`src/rtl/hazard3_fetch_bus_responder.sv`:
```
// Instruction-bus responder for frontend benches. Read data is a fixed function of the
// address (each halfword holds its own byte address [16:1]). The responder can insert
// fixed, pseudo-random or address-derived wait states and two-cycle bus errors on an
// address match.
module hazard3_fetch_bus_responder #(
    parameter int unsigned       W_ADDR    = 32,
    parameter int unsigned       W_DATA    = 32,
    parameter int unsigned       W_WAIT    = 3,
    parameter logic [15:0]       LFSR_SEED = 16'hace1,
    parameter logic [W_ADDR-1:0] ERR_MASK  = '0,
    parameter logic [W_ADDR-1:0] ERR_MATCH = '0
) (
    input  logic              clk,
    input  logic              rst_n,
    input  logic [W_ADDR-1:0] addr,
    input  logic              addr_vld,
    output logic              addr_rdy,
    output logic [W_DATA-1:0] data,
    output logic              data_vld,
    output logic              data_err,
    input  logic [1:0]        cfg_stall_mode,
    input  logic [W_WAIT-1:0] cfg_wait,
    input  logic              cfg_err_en,
    output logic [15:0]       cnt_req,
    output logic [15:0]       cnt_err
);

    localparam int unsigned N_HW  = W_DATA / 16;
    localparam int unsigned W_OFF = $clog2(W_DATA / 8);
    localparam int unsigned W_K   = W_OFF - 1;
    // Only address bits [16:W_OFF] reach the data pattern, so only those are kept.
    localparam int unsigned W_CAP = 17 - W_OFF;

    typedef enum logic [1:0] {StIdle, StWait, StErr1, StErr2} state_e;

    state_e            state_q, state_d;
    logic              dphase_q, dphase_d;
    logic              err_pend_q, err_pend_d;
    logic [W_WAIT-1:0] wait_q, wait_d;
    logic [W_CAP-1:0]  cap_q, cap_d;
    logic [15:0]       lfsr_q, lfsr_d;
    logic [15:0]       cnt_req_q, cnt_req_d;
    logic [15:0]       cnt_err_q, cnt_err_d;

    logic              accept;
    logic              err_hit;
    logic [W_WAIT-1:0] w_acc;
    logic [W_WAIT-1:0] lfsr_w;

    assign accept  = addr_vld && addr_rdy;
    assign err_hit = cfg_err_en && ((addr & ERR_MASK) == ERR_MATCH);
    assign lfsr_w  = lfsr_q[W_WAIT-1:0];
    assign cnt_req = cnt_req_q;
    assign cnt_err = cnt_err_q;

    // Wait count for a request accepted this cycle, from the configured stall mode.
    always_comb begin
        w_acc = '0;
        case (cfg_stall_mode)
            2'd0:    w_acc = '0;
            2'd1:    w_acc = cfg_wait;
            2'd2:    w_acc = (lfsr_w < cfg_wait) ? lfsr_w : cfg_wait;
            default: w_acc = addr[W_WAIT+1:2];
        endcase
    end

    // Handshake outputs decoded from the current state.
    always_comb begin
        addr_rdy = 1'b0;
        data_vld = 1'b0;
        data_err = 1'b0;
        case (state_q)
            StIdle: begin
                addr_rdy = 1'b1;
                data_vld = dphase_q;
            end
            StWait: ;
            StErr1: data_err = 1'b1;
            StErr2: begin
                addr_rdy = 1'b1;
                data_vld = 1'b1;
                data_err = 1'b1;
            end
            default: ;
        endcase
    end

    // Read data: halfword k carries the byte address of that halfword, bits [16:1].
    always_comb begin
        data = '0;
        if (data_vld && !data_err) begin
            for (int k = 0; k < N_HW; k++) begin
                data[16*k +: 16] = {cap_q, W_K'(k)};
            end
        end
    end

    // Next-state logic: wait countdown, error sequence, and pipelined accepts.
    always_comb begin
        state_d    = state_q;
        dphase_d   = 1'b0;
        err_pend_d = err_pend_q;
        wait_d     = wait_q;
        cap_d      = cap_q;
        case (state_q)
            StWait: begin
                wait_d = wait_q - W_WAIT'(1);
                if (wait_q == W_WAIT'(1)) begin
                    if (err_pend_q) begin
                        state_d = StErr1;
                    end else begin
                        state_d  = StIdle;
                        dphase_d = 1'b1;
                    end
                end
            end
            StErr1:  state_d = StErr2;
            default: state_d = StIdle;
        endcase
        // Accepts only happen in StIdle/StErr2, where addr_rdy is high.
        if (accept) begin
            cap_d      = addr[16:W_OFF];
            err_pend_d = 1'b0;
            if (w_acc == '0) begin
                if (err_hit) begin
                    state_d = StErr1;
                end else begin
                    state_d  = StIdle;
                    dphase_d = 1'b1;
                end
            end else begin
                state_d    = StWait;
                wait_d     = w_acc;
                err_pend_d = err_hit;
            end
        end
    end

    // Galois LFSR x^16+x^14+x^13+x^11+1 (right-shifting) and the event counters.
    always_comb begin
        lfsr_d    = {1'b0, lfsr_q[15:1]} ^ (lfsr_q[0] ? 16'hb400 : 16'h0000);
        cnt_req_d = cnt_req_q + 16'(accept);
        cnt_err_d = cnt_err_q + 16'(state_q == StErr2);
    end

    // State registers.
    always_ff @(posedge clk or negedge rst_n) begin
        if (!rst_n) begin
            state_q    <= StIdle;
            dphase_q   <= 1'b0;
            err_pend_q <= 1'b0;
            wait_q     <= '0;
            cap_q      <= '0;
            lfsr_q     <= LFSR_SEED;
            cnt_req_q  <= '0;
            cnt_err_q  <= '0;
        end else begin
            state_q    <= state_d;
            dphase_q   <= dphase_d;
            err_pend_q <= err_pend_d;
            wait_q     <= wait_d;
            cap_q      <= cap_d;
            lfsr_q     <= lfsr_d;
            cnt_req_q  <= cnt_req_d;
            cnt_err_q  <= cnt_err_d;
        end
    end

endmodule

```
`config.mk`:
```
export PLATFORM = sky130hd
export DESIGN_NAME = hazard3_fetch_bus_responder
export DESIGN_NICKNAME = d
export VERILOG_FILES = /design/src/rtl/hazard3_fetch_bus_responder.sv
export SDC_FILE = /design/constraint.sdc
export NUM_CORES = 1
export LEC_CHECK = 0
export ABC_AREA = 1
export CAP_MARGIN = 20
export CORE_ASPECT_RATIO = 0.5
export CORE_MARGIN = 5
export CORE_UTILIZATION = 30
export DETAILED_ROUTE_END_ITERATION = 10
export PLACE_DENSITY = 0.54
export SYNTH_ARGS = -nofsm -noshare
export SYNTH_HDL_FRONTEND = slang
export SYNTH_SLANG_ARGS = --single-unit
export TNS_END_PERCENT = 10
```
`constraint.sdc`:
```
create_clock -name clk -period 6.3 [get_ports clk]
set_input_delay 0.63 -clock clk [delete_from_list [all_inputs] [get_ports clk]]
set_output_delay 0.63 -clock clk [all_outputs]
set_load 0.02 [all_outputs]
```
==> results of run 1 <==
[layout by cell type, fill, tap and decap left out, types with 9 or more instances in the layout]
| master | count |
|---|---|
| ha_1 | 12 |
| nand3_1 | 20 |
| clkdlybuf4s50_1 | 88 |
| nor2_1 | 28 |
| xor2_1 | 23 |
| clkbuf_16 | 9 |
| o21ai_0 | 20 |
| dfrtp_1 | 62 |
| xnor2_1 | 9 |
| inv_1 | 48 |
| nand2_1 | 54 |
[worst max path at each step]
stage                          start  endpoint  depth (start not counted)
after floorplan           state_q[0]  data[23]                          7
after detailed placement  state_q[0]  data[23]                          6
after global routing      state_q[0]   data[9]                          6
after CTS                 state_q[0]   data[1]                          6
after global placement    state_q[0]  data[25]                          6
final                     state_q[0]  data[23]                          6
[cell families (layout without fill, tap and decap cells)]
logic type               Yosys count  in the layout  share of synthesized area (%)
XOR/XNOR                          32             32                          8.540
other                              1              1                         0.1143
buffers and inverters             71            157                          9.950
adder cells (fa/ha/maj)           12             12                          4.575
AO/OA/AOI/OAI                     28             28                          4.461
flip-flops                        70             70                          53.68
AND/OR/NAND/NOR                  126            126                          18.68
[final cells by class]
| type | instances | area, um^2 | area share [%] |
|---|---|---|---|
| Sequential cell | 70 | 1762 | 39.15 |
| Timing Repair Buffer | 91 | 900.9 | 20.02 |
| Clock buffer | 14 | 264.0 | 5.868 |
| Tap cell | 145 | 181.4 | 4.032 |
| Multi-Input combinational cell | 199 | 1194 | 26.53 |
| Clock inverter | 2 | 10.01 | 0.2225 |
| Inverter | 50 | 187.7 | 4.171 |
[routing by layer]
| layer | vias up | wire length [um] |
|---|---|---|
| li1 | 1199 | - |
| met1 | 1088 | 3153 |
| met2 | 42 | 3126 |
| met3 | 7 | 295 |
| met4 | 0 | 85 |
| met5 | - | 0 |
[power by group through the flow]
| stage | combinational, mW | sequential (mW) | clock, mW |
|---|---|---|---|
| 2_1_floorplan | 0.303 | 0.653 | 0 |
| 3_3_place_gp | 0.548 | 0.621 | 0 |
| 3_5_place_dp | 0.554 | 0.622 | 0 |
| 4_1_cts | 0.558 | 0.615 | 0.481 |
| 5_1_grt | 0.619 | 0.629 | 0.503 |
| 6_report | 0.547 | 0.614 | 0.465 |
[per-stage QoR]
stage	area (um^2)	hold slack, ps
6_report	4499	347.2
5_1_grt	4499	357.8
4_1_cts	4499	348.8
3_5_place_dp	4225	336.2
3_3_place_gp	4225	334.4
2_1_floorplan	3282	331.2
[registers in the layout, indices dropped and copies added, names as in the netlist]
| signal | count |
|---|---|
| cnt_err | 16 |
| err_pend_q | 1 |
| wait_q | 3 |
| lfsr_q | 16 |
| dphase_q | 1 |
| cnt_req | 16 |
| state_q | 2 |
| cap_q | 15 |
[worst register-to-register path, delay by kind of cell, from the launching register on]
kind / cells / cell delay [ps]
XOR/XNOR: 1 / 120
adder cells (fa/ha/maj): 3 / 740
AND/OR/NAND/NOR: 8 / 890
flip-flops: 1 / 390
buffers and inverters: 4 / 540
==> flow_summary.toml, run 1 <==
[critical_path]
r2r_end = "cnt_req[14]"
path_max_fanout = 16
path_cells = "inv_1 -> ha_1 -> a21oi_1 -> nand3_1 -> nor2_1 -> clkdlybuf4s50_1"
endpoint_kind = "primary output"
setup.worst_path.class = "reg2out"
worst-path-buf-inv = 2
worstPathArrival_ps = 2770
ff2ff_path_depth = 16
critical_path.max_stage_delay_ps = 660
cpLargestDelayFamily = "simple AND/OR/NAND/NOR gates"
startpoint_type = "register"
crit_required_ps = 5670
r2r_slack_ps = 3480
cp_slowest_cell = "clkdlybuf4s50_1"
rr_startpoint = "state_q[0]"

[sta]
timing.final.ws_setup_ps = 2903
tightest_slew_ps = 876.1
clock_skew_ps = 6.364
relSlewSlack_pct = 41.59
rsz0062_at_grt = "no"
fmax_mhz = 294.4
period_share_pct = 53.92
finalCriticalPeriod_ps = 3397
tns_ps = 0
slew_violations = 0
hold_viol = 0
setup_viol = 0

[cts]
ctsHoldBuffers = 0
clockBufferDepth = 2
cts_buffers = 9
cts_tree = "done"
root_buffer = "clkbuf_16"
htree_levels = 3
clock-sinks = 70
clkLatencyLatePin_ps = 330
ctsResizeCount = 0
clkTransAtPathRegs_ps = 50
postCtsSetupBuffers = 0

[min_path]
min_from = "lfsr_q[4]"
hold_depth = 0
hold_path_end = "lfsr_q[3]"
hold_class = "reg2reg"

[yosys]
synthFlopType = "dfrtp_1"
yosysMostFrequentCell = "dfrtp_1"
ys_ff_latch = 70
async_reset_ff_share_pct = 100.0
syn-num-nets = 393
syn_area_per_cell_um2 = 9.653
syn_inst = 340
synth_edf_count = 0
synth_top_area_share_pct = 47.27
synth_common_cells = "dfrtp_1, nand2_1, inv_1, nor2_1, xor2_1"
ys_warn_count = 0
synth_area_leader_cell = "dfrtp_1"
synth_cell_type_count = 27
synth_area_um2 = 3282
yosysSeqAreaShare_pct = 53.68
synth.area.top_cells = "dfrtp_1, dfstp_2, nand2_1, xor2_1, inv_1"

[cells_and_area]
areaGrowthSynthToFinish_pct = 37.10
layout-drive-gt1-share_pct = 9.859
final-instance-count-excl-fill = 571
n_fill_cell = 1074
fin_nets = 474
final_util_pct = 41.49
diodes = 0

[pwr]
ir_worst_vdd_uv = 146.9
p_sw_share_pct = 34.00
internal-power_mw = 1.073
leakage_nw = 2.148
p_sw_uw = 552.7
sequentialPowerShare_pct = 37.8
powerDensity_nw_per_um2 = 361.3
clkPwrFrac_pct = 28.6
pwr-share-comb_pct = 33.6
total_power_mw = 1.625

[drt]
avgRoutedWirePerCell_um = 11.66
routed_wl_um = 6659
drt_first_iter_violations = 68
vias = 2336
viasPerCell = 4.091
drtAntennaViolNets = 0
first_pass_iters = 4
drc = 0

[die]
core-area_um2 = 10840
die_area_um2 = 13260
start_util_pct = 30.26
die_w_um = 157.9
pin_count = 108
die_y_um = 83.96
num_rows = 27

[grt]
grt_max_degree = 71
use_met1_pct = 13.61
grt_pass1_vias = 2510
overflow = 0
grt_antenna_before_repair = 0
grt_pass1_wl_um = 11800
grt_util_all_layers_pct = 11.04
grt_use_met3_pct = 4.195
busiest_layer = "met2"
grt_use_met2_pct = 17.96

[placed_design]
routabilityCongestion = 0.7582
pre_cts_slack_ps = 3193
portBuffers = 89
post-place-cells = 555
dpl.hpwl_um = 4925

[job]
drv_cap = 0

[run_status]
outcome = "completed"
Power figures use the tool's default switching activity.
==> run 2, diff against run 1 <==
clock period = 3.6 ns   (was 6.3 ns; I/O delays follow)
==> run 2 against run 1 <==
Compared with the run above: sequential power is 74% higher; sequential share of layout area is 0.51 points lower; global-route usage is 0.11 points higher; clock-buffer cell count is 5 lower; non-clock buffer count is 1 higher; cell count is 0.18% higher; via count is 0.56% higher; critical path depth stayed put; critical endpoint is now data[9]; largest cell class unchanged; utilization is 0.54 points higher; highest routed layer unchanged; die area stayed put; worst hold slack better by 2.9 ps; design area is 1.3% higher.
==> flow_summary.toml, run 2 (synthesis gave the netlist of run 1 again) <==
[sta]
clock_skew_ps = 4.255
relSlewSlack_pct = 53.32
period_share_pct = 86.82
finalCriticalPeriod_ps = 3126
fmax_mhz = 319.9
slew_violations = 0
whs_ps = 350.1
rsz0062_at_grt = "no"
hold_viol = 0
setup_viol = 0
tightest_slew_ps = 700.2
tns_ps = 0

[placed_design]
place_area_um2 = 4225
post-place-cells = 555
dpl.hpwl_um = 5064
portBuffers = 89
routabilityCongestion = 0.7419

[pwr]
p_sw_share_pct = 33.44
sequentialPowerShare_pct = 35.9
leakage_nw = 2.167
ir_worst_vdd_uv = 244.8
pwr-share-comb_pct = 32.3
powerDensity_nw_per_um2 = 653.8
internal-power_mw = 1.984
p_sw_uw = 996.4
clkPwrFrac_pct = 31.8

[grt]
grt_max_degree = 56
grt_antenna_before_repair = 0
grt_pass1_wl_um = 11700
grt_pass1_vias = 2453
overflow = 0
grt_util_all_layers_pct = 11.15

[die]
core-area_um2 = 10840
start_util_pct = 30.26
num_rows = 27
pin_count = 108
die_y_um = 83.96
die_area_um2 = 13260
die_w_um = 157.9

[cells_and_area]
fin_nets = 475
areaGrowthSynthToFinish_pct = 38.89
final-instance-count-excl-fill = 572
final_util_pct = 42.03
final_common_cell = "clkdlybuf4s50_1"
diodes = 0
final_cell_mix = "clkdlybuf4s50_1, dfrtp_1, nand2_1"
layout-drive-gt1-share_pct = 10.54
final_cell_area_um2 = 4558

[drt]
vias = 2349
routed_wl_um = 6776
viasPerCell = 4.107
drt_first_iter_violations = 79
first_pass_iters = 4
avgRoutedWirePerCell_um = 11.85
drtAntennaViolNets = 0
drc = 0

[critical_path]
path_max_fanout = 16
crit_required_ps = 3240
critical_path.max_stage_delay_ps = 660
setup.worst_path.class = "reg2out"
cp_slowest_cell = "clkdlybuf4s50_1"
startpoint_type = "register"
worstPathArrival_ps = 2770
endpoint_kind = "primary output"
path_cells = "inv_1 -> ha_1 -> a21oi_1 -> nand3_1 -> nor2_1 -> clkdlybuf4s50_1"

[cts]
cts_tree = "done"
htree_levels = 3
cts_buffers = 9
clkTransAtPathRegs_ps = 60
clkLatencyLatePin_ps = 330
root_buffer = "clkbuf_16"
clockBufferDepth = 2
ctsResizeCount = 0
clock-sinks = 70

[job]
drv_cap = 0

[run_status]
outcome = "completed"

[min_path]
hold_class = "reg2reg"
==> run 2: cell types whose count changed in the layout (fill, tap and decap cells not counted) <==
| cell | change |
|---|---|
| clkbuf_8 | -2 |
| clkbuf_1 | -3 |
| dlygate4sd3_1 | +1 |
| clkinv_4 | +1 |
| bufinv_16 | +2 |
| clkinv_2 | -1 |
| clkinvlp_4 | +2 |
| inv_6 | +1 |
==> run 2: worst paths after layout <==
| check | end | from | slack [ps] | cells after the start |
|---|---|---|---|---|
| max | data[9] | state_q[0] | 470 | 6 |
| max reg2reg | cnt_req[14] | state_q[0] | 1060 | 15 |
| min reg2reg | lfsr_q[11] | lfsr_q[12] | 350 | 0 |
| min in group asynchronous | cnt_req[6] | rst_n | 470 | 2 |
| max in group asynchronous | cnt_err[1] | rst_n | 2120 | 3 |
| min | lfsr_q[11] | lfsr_q[12] | 350 | 0 |
==> run 2: per-stage QoR <==
step	power [mW]	worst slack [ps]
after floorplan	1.674	841.8
after global placement	2.052	762.9
after detailed placement	2.061	749.7
after CTS	3.035	375.2
after global routing	3.207	167.9
final	2.980	474.4
==> run 2: critical path: cells and delay by family (launching register included) <==
| kind | cells | cell delay (ps) |
|---|---|---|
| fa+ha+maj | 1 | 310 |
| buf+inv | 2 | 740 |
| flops | 1 | 400 |
| simple gates | 2 | 840 |
| compound gates | 1 | 160 |
==> run 2: cell type report <==
type,count,area [um^2]
fill,1079,6286
sequential,70,1762
multi-input combinational,199,1194
timing repair buffer,92,910.9
clock buffer,9,225.2
inverter,50,187.7
tap,145,181.4
clock inverter,7,97.59
==> run 2: layer usage <==
layer	share of wire [%]	GRT usage, %
met1	47	14.02
met2	47	17.62
met3	3.8	3.677
met4	2.2	4.528
met5	0	0
==> run 2: timing repair <==
| action | in CTS | in global routing |
|---|---|---|
| hold buffers | 1 | 0 |
| setup endpoints to repair | 0 | 0 |
| hold endpoints to repair | 13 | 0 |
| setup buffers | 0 | 0 |
==> run 2: power by group through the flow <==
stage / Sequential (mW) / Combinational (mW) / Clock (mW)
after global routing: 1.10 / 1.09 / 1.02
after global placement: 1.09 / 0.967 / 0
after CTS: 1.07 / 0.984 / 0.978
after detailed placement: 1.08 / 0.977 / 0
final: 1.07 / 0.961 / 0.949
after floorplan: 1.14 / 0.530 / 0
==> run 3, diff against run 2 <==
CTS_BUF_LIST = sky130_fd_sc_hd__clkbuf_4   (was default)
==> run 3 against run 2 <==
Compared with the run above: utilization down 1.5 points; first-iteration DRC count down 5.1%; worst setup slack worse by 110 ps; sequential power about the same; sequential cell count unchanged; cell count unchanged; global-route usage about the same; die area unchanged; largest power group unchanged; highest routed layer unchanged.
==> flow_summary.toml, run 3 (synthesis gave the netlist of run 1 again) <==
[critical_path]
worstPathArrival_ps = 2870
setup.worst_path.class = "reg2out"
critPathLaunch = "state_q[0]"
r2r_end = "cnt_req[14]"
r2r_slack_ps = 1050
crit_required_ps = 3240
path_cells = "inv_1 -> ha_1 -> a21oi_1 -> nand3_1 -> nor2_1 -> clkdlybuf4s50_1"
critical_path.max_stage_delay_ps = 660
cp_slowest_cell = "clkdlybuf4s50_1"
path_max_fanout = 16
ff2ff_path_depth = 15
startpoint_type = "register"
rr_startpoint = "state_q[0]"
endpoint_kind = "primary output"

[sta]
rsz0062_at_grt = "no"
hold_viol = 0
period_share_pct = 89.79
fmax_mhz = 309.4
tns_ps = 0
finalCriticalPeriod_ps = 3233
clock_skew_ps = 9.644
whs_ps = 354.8
tightest_slew_ps = 698.3
setup_viol = 0
relSlewSlack_pct = 53.44
slew_violations = 0

[drt]
avgRoutedWirePerCell_um = 11.80
first_pass_iters = 3
viasPerCell = 4.100
routed_wl_um = 6749
drc = 0
vias = 2345
drtAntennaViolNets = 0
drt_first_iter_violations = 75

[min_path]
hold_class = "in2async"

[pwr]
p_sw_share_pct = 36.56
pwr-share-comb_pct = 36.9
clkPwrFrac_pct = 22.3
sequentialPowerShare_pct = 40.9
leakage_nw = 2.098
total_power_mw = 2.610
ir_worst_vdd_uv = 240.7
internal-power_mw = 1.656
p_sw_uw = 954.2
powerDensity_nw_per_um2 = 593.1

[cts]
clkTransAtPathRegs_ps = 120
ctsResizeCount = 0
postCtsSetupBuffers = 0
cts_tree = "done"
root_buffer = "clkbuf_4"
htree_levels = 3
clockBufferDepth = 2
cts_buffers = 9
clock-sinks = 70
clkLatencyLatePin_ps = 420
ctsHoldBuffers = 1

[cells_and_area]
final_cell_mix = "clkdlybuf4s50_1, dfrtp_1, nand2_1"
fin_nets = 475
final_util_pct = 40.58
diodes = 0
areaGrowthSynthToFinish_pct = 34.08
layout-drive-gt1-share_pct = 10.54
final_common_cell = "clkdlybuf4s50_1"

[die]
core-area_um2 = 10840
start_util_pct = 30.26
die_area_um2 = 13260
num_rows = 27
die_w_um = 157.9
pin_count = 108
die_y_um = 83.96

[grt]
grt_pass1_vias = 2431
grt_pass1_wl_um = 11620
grt_max_degree = 56
grt_antenna_before_repair = 0
grt_util_all_layers_pct = 11.11
overflow = 0

[run_status]
outcome = "completed"

[placed_design]
portBuffers = 89
dpl.hpwl_um = 5064
routabilityCongestion = 0.7419

[job]
drv_cap = 0
## run 3: cell types whose count changed in the layout (fill, tap and decap cells not counted)
cell,previous run,this run
clkbuf_16,9,0
clkbuf_4,0,9
## run 3: how the worst max path moves through the flow
stage               slack, ps     endpoint
CTS                       240      data[5]
global placement          760      data[1]
global route               20      data[7]
finish                    370      data[9]
floorplan                 840  cnt_req[14]
detailed placement        750      data[5]
## run 3: stage by stage
stage	cells	cell area (um^2)	worst slack, ps
2_1_floorplan	340	3282	841.8
3_3_place_gp	555	4225	762.9
3_5_place_dp	555	4225	749.7
4_1_cts	572	4400	243.9
5_1_grt	572	4400	22.64
6_report	572	4400	367.5
## run 3: worst max-delay path: cells and delay by family (launching register included)
family / cells / cell delay (ps)
buffers and inverters: 2 / 740
and+or+nand+nor: 2 / 830
adders and majority gates: 1 / 310
AOI/OAI and AO/OA: 1 / 160
DFF: 1 / 420
## run 3: metal layers
layer / vias to the layer above / global-route usage (%) / share of wire (%)
li1: 1208 / - / -
met1: 1086 / 13.80 / 47
met2: 38 / 17.50 / 47
met3: 13 / 3.832 / 3.9
met4: 0 / 4.762 / 2.1
met5: - / 0 / 0
## run 3: power by group through the flow
stage | registers (mW) | logic, mW | clock network [mW]
3_5_place_dp | 1.08 | 0.977 | 0
4_1_cts | 1.07 | 0.984 | 0.609
2_1_floorplan | 1.14 | 0.530 | 0
6_report | 1.07 | 0.962 | 0.581
3_3_place_gp | 1.09 | 0.967 | 0
5_1_grt | 1.10 | 1.09 | 0.643
## run 3: layout make-up
class / count / area, um^2
Clock buffer: 9 / 67.56
Clock inverter: 7 / 97.59
Fill cell: 1098 / 6444
Inverter: 50 / 187.7
Multi-Input combinational cell: 199 / 1194
Sequential cell: 70 / 1762
Tap cell: 145 / 181.4
Timing Repair Buffer: 92 / 910.9
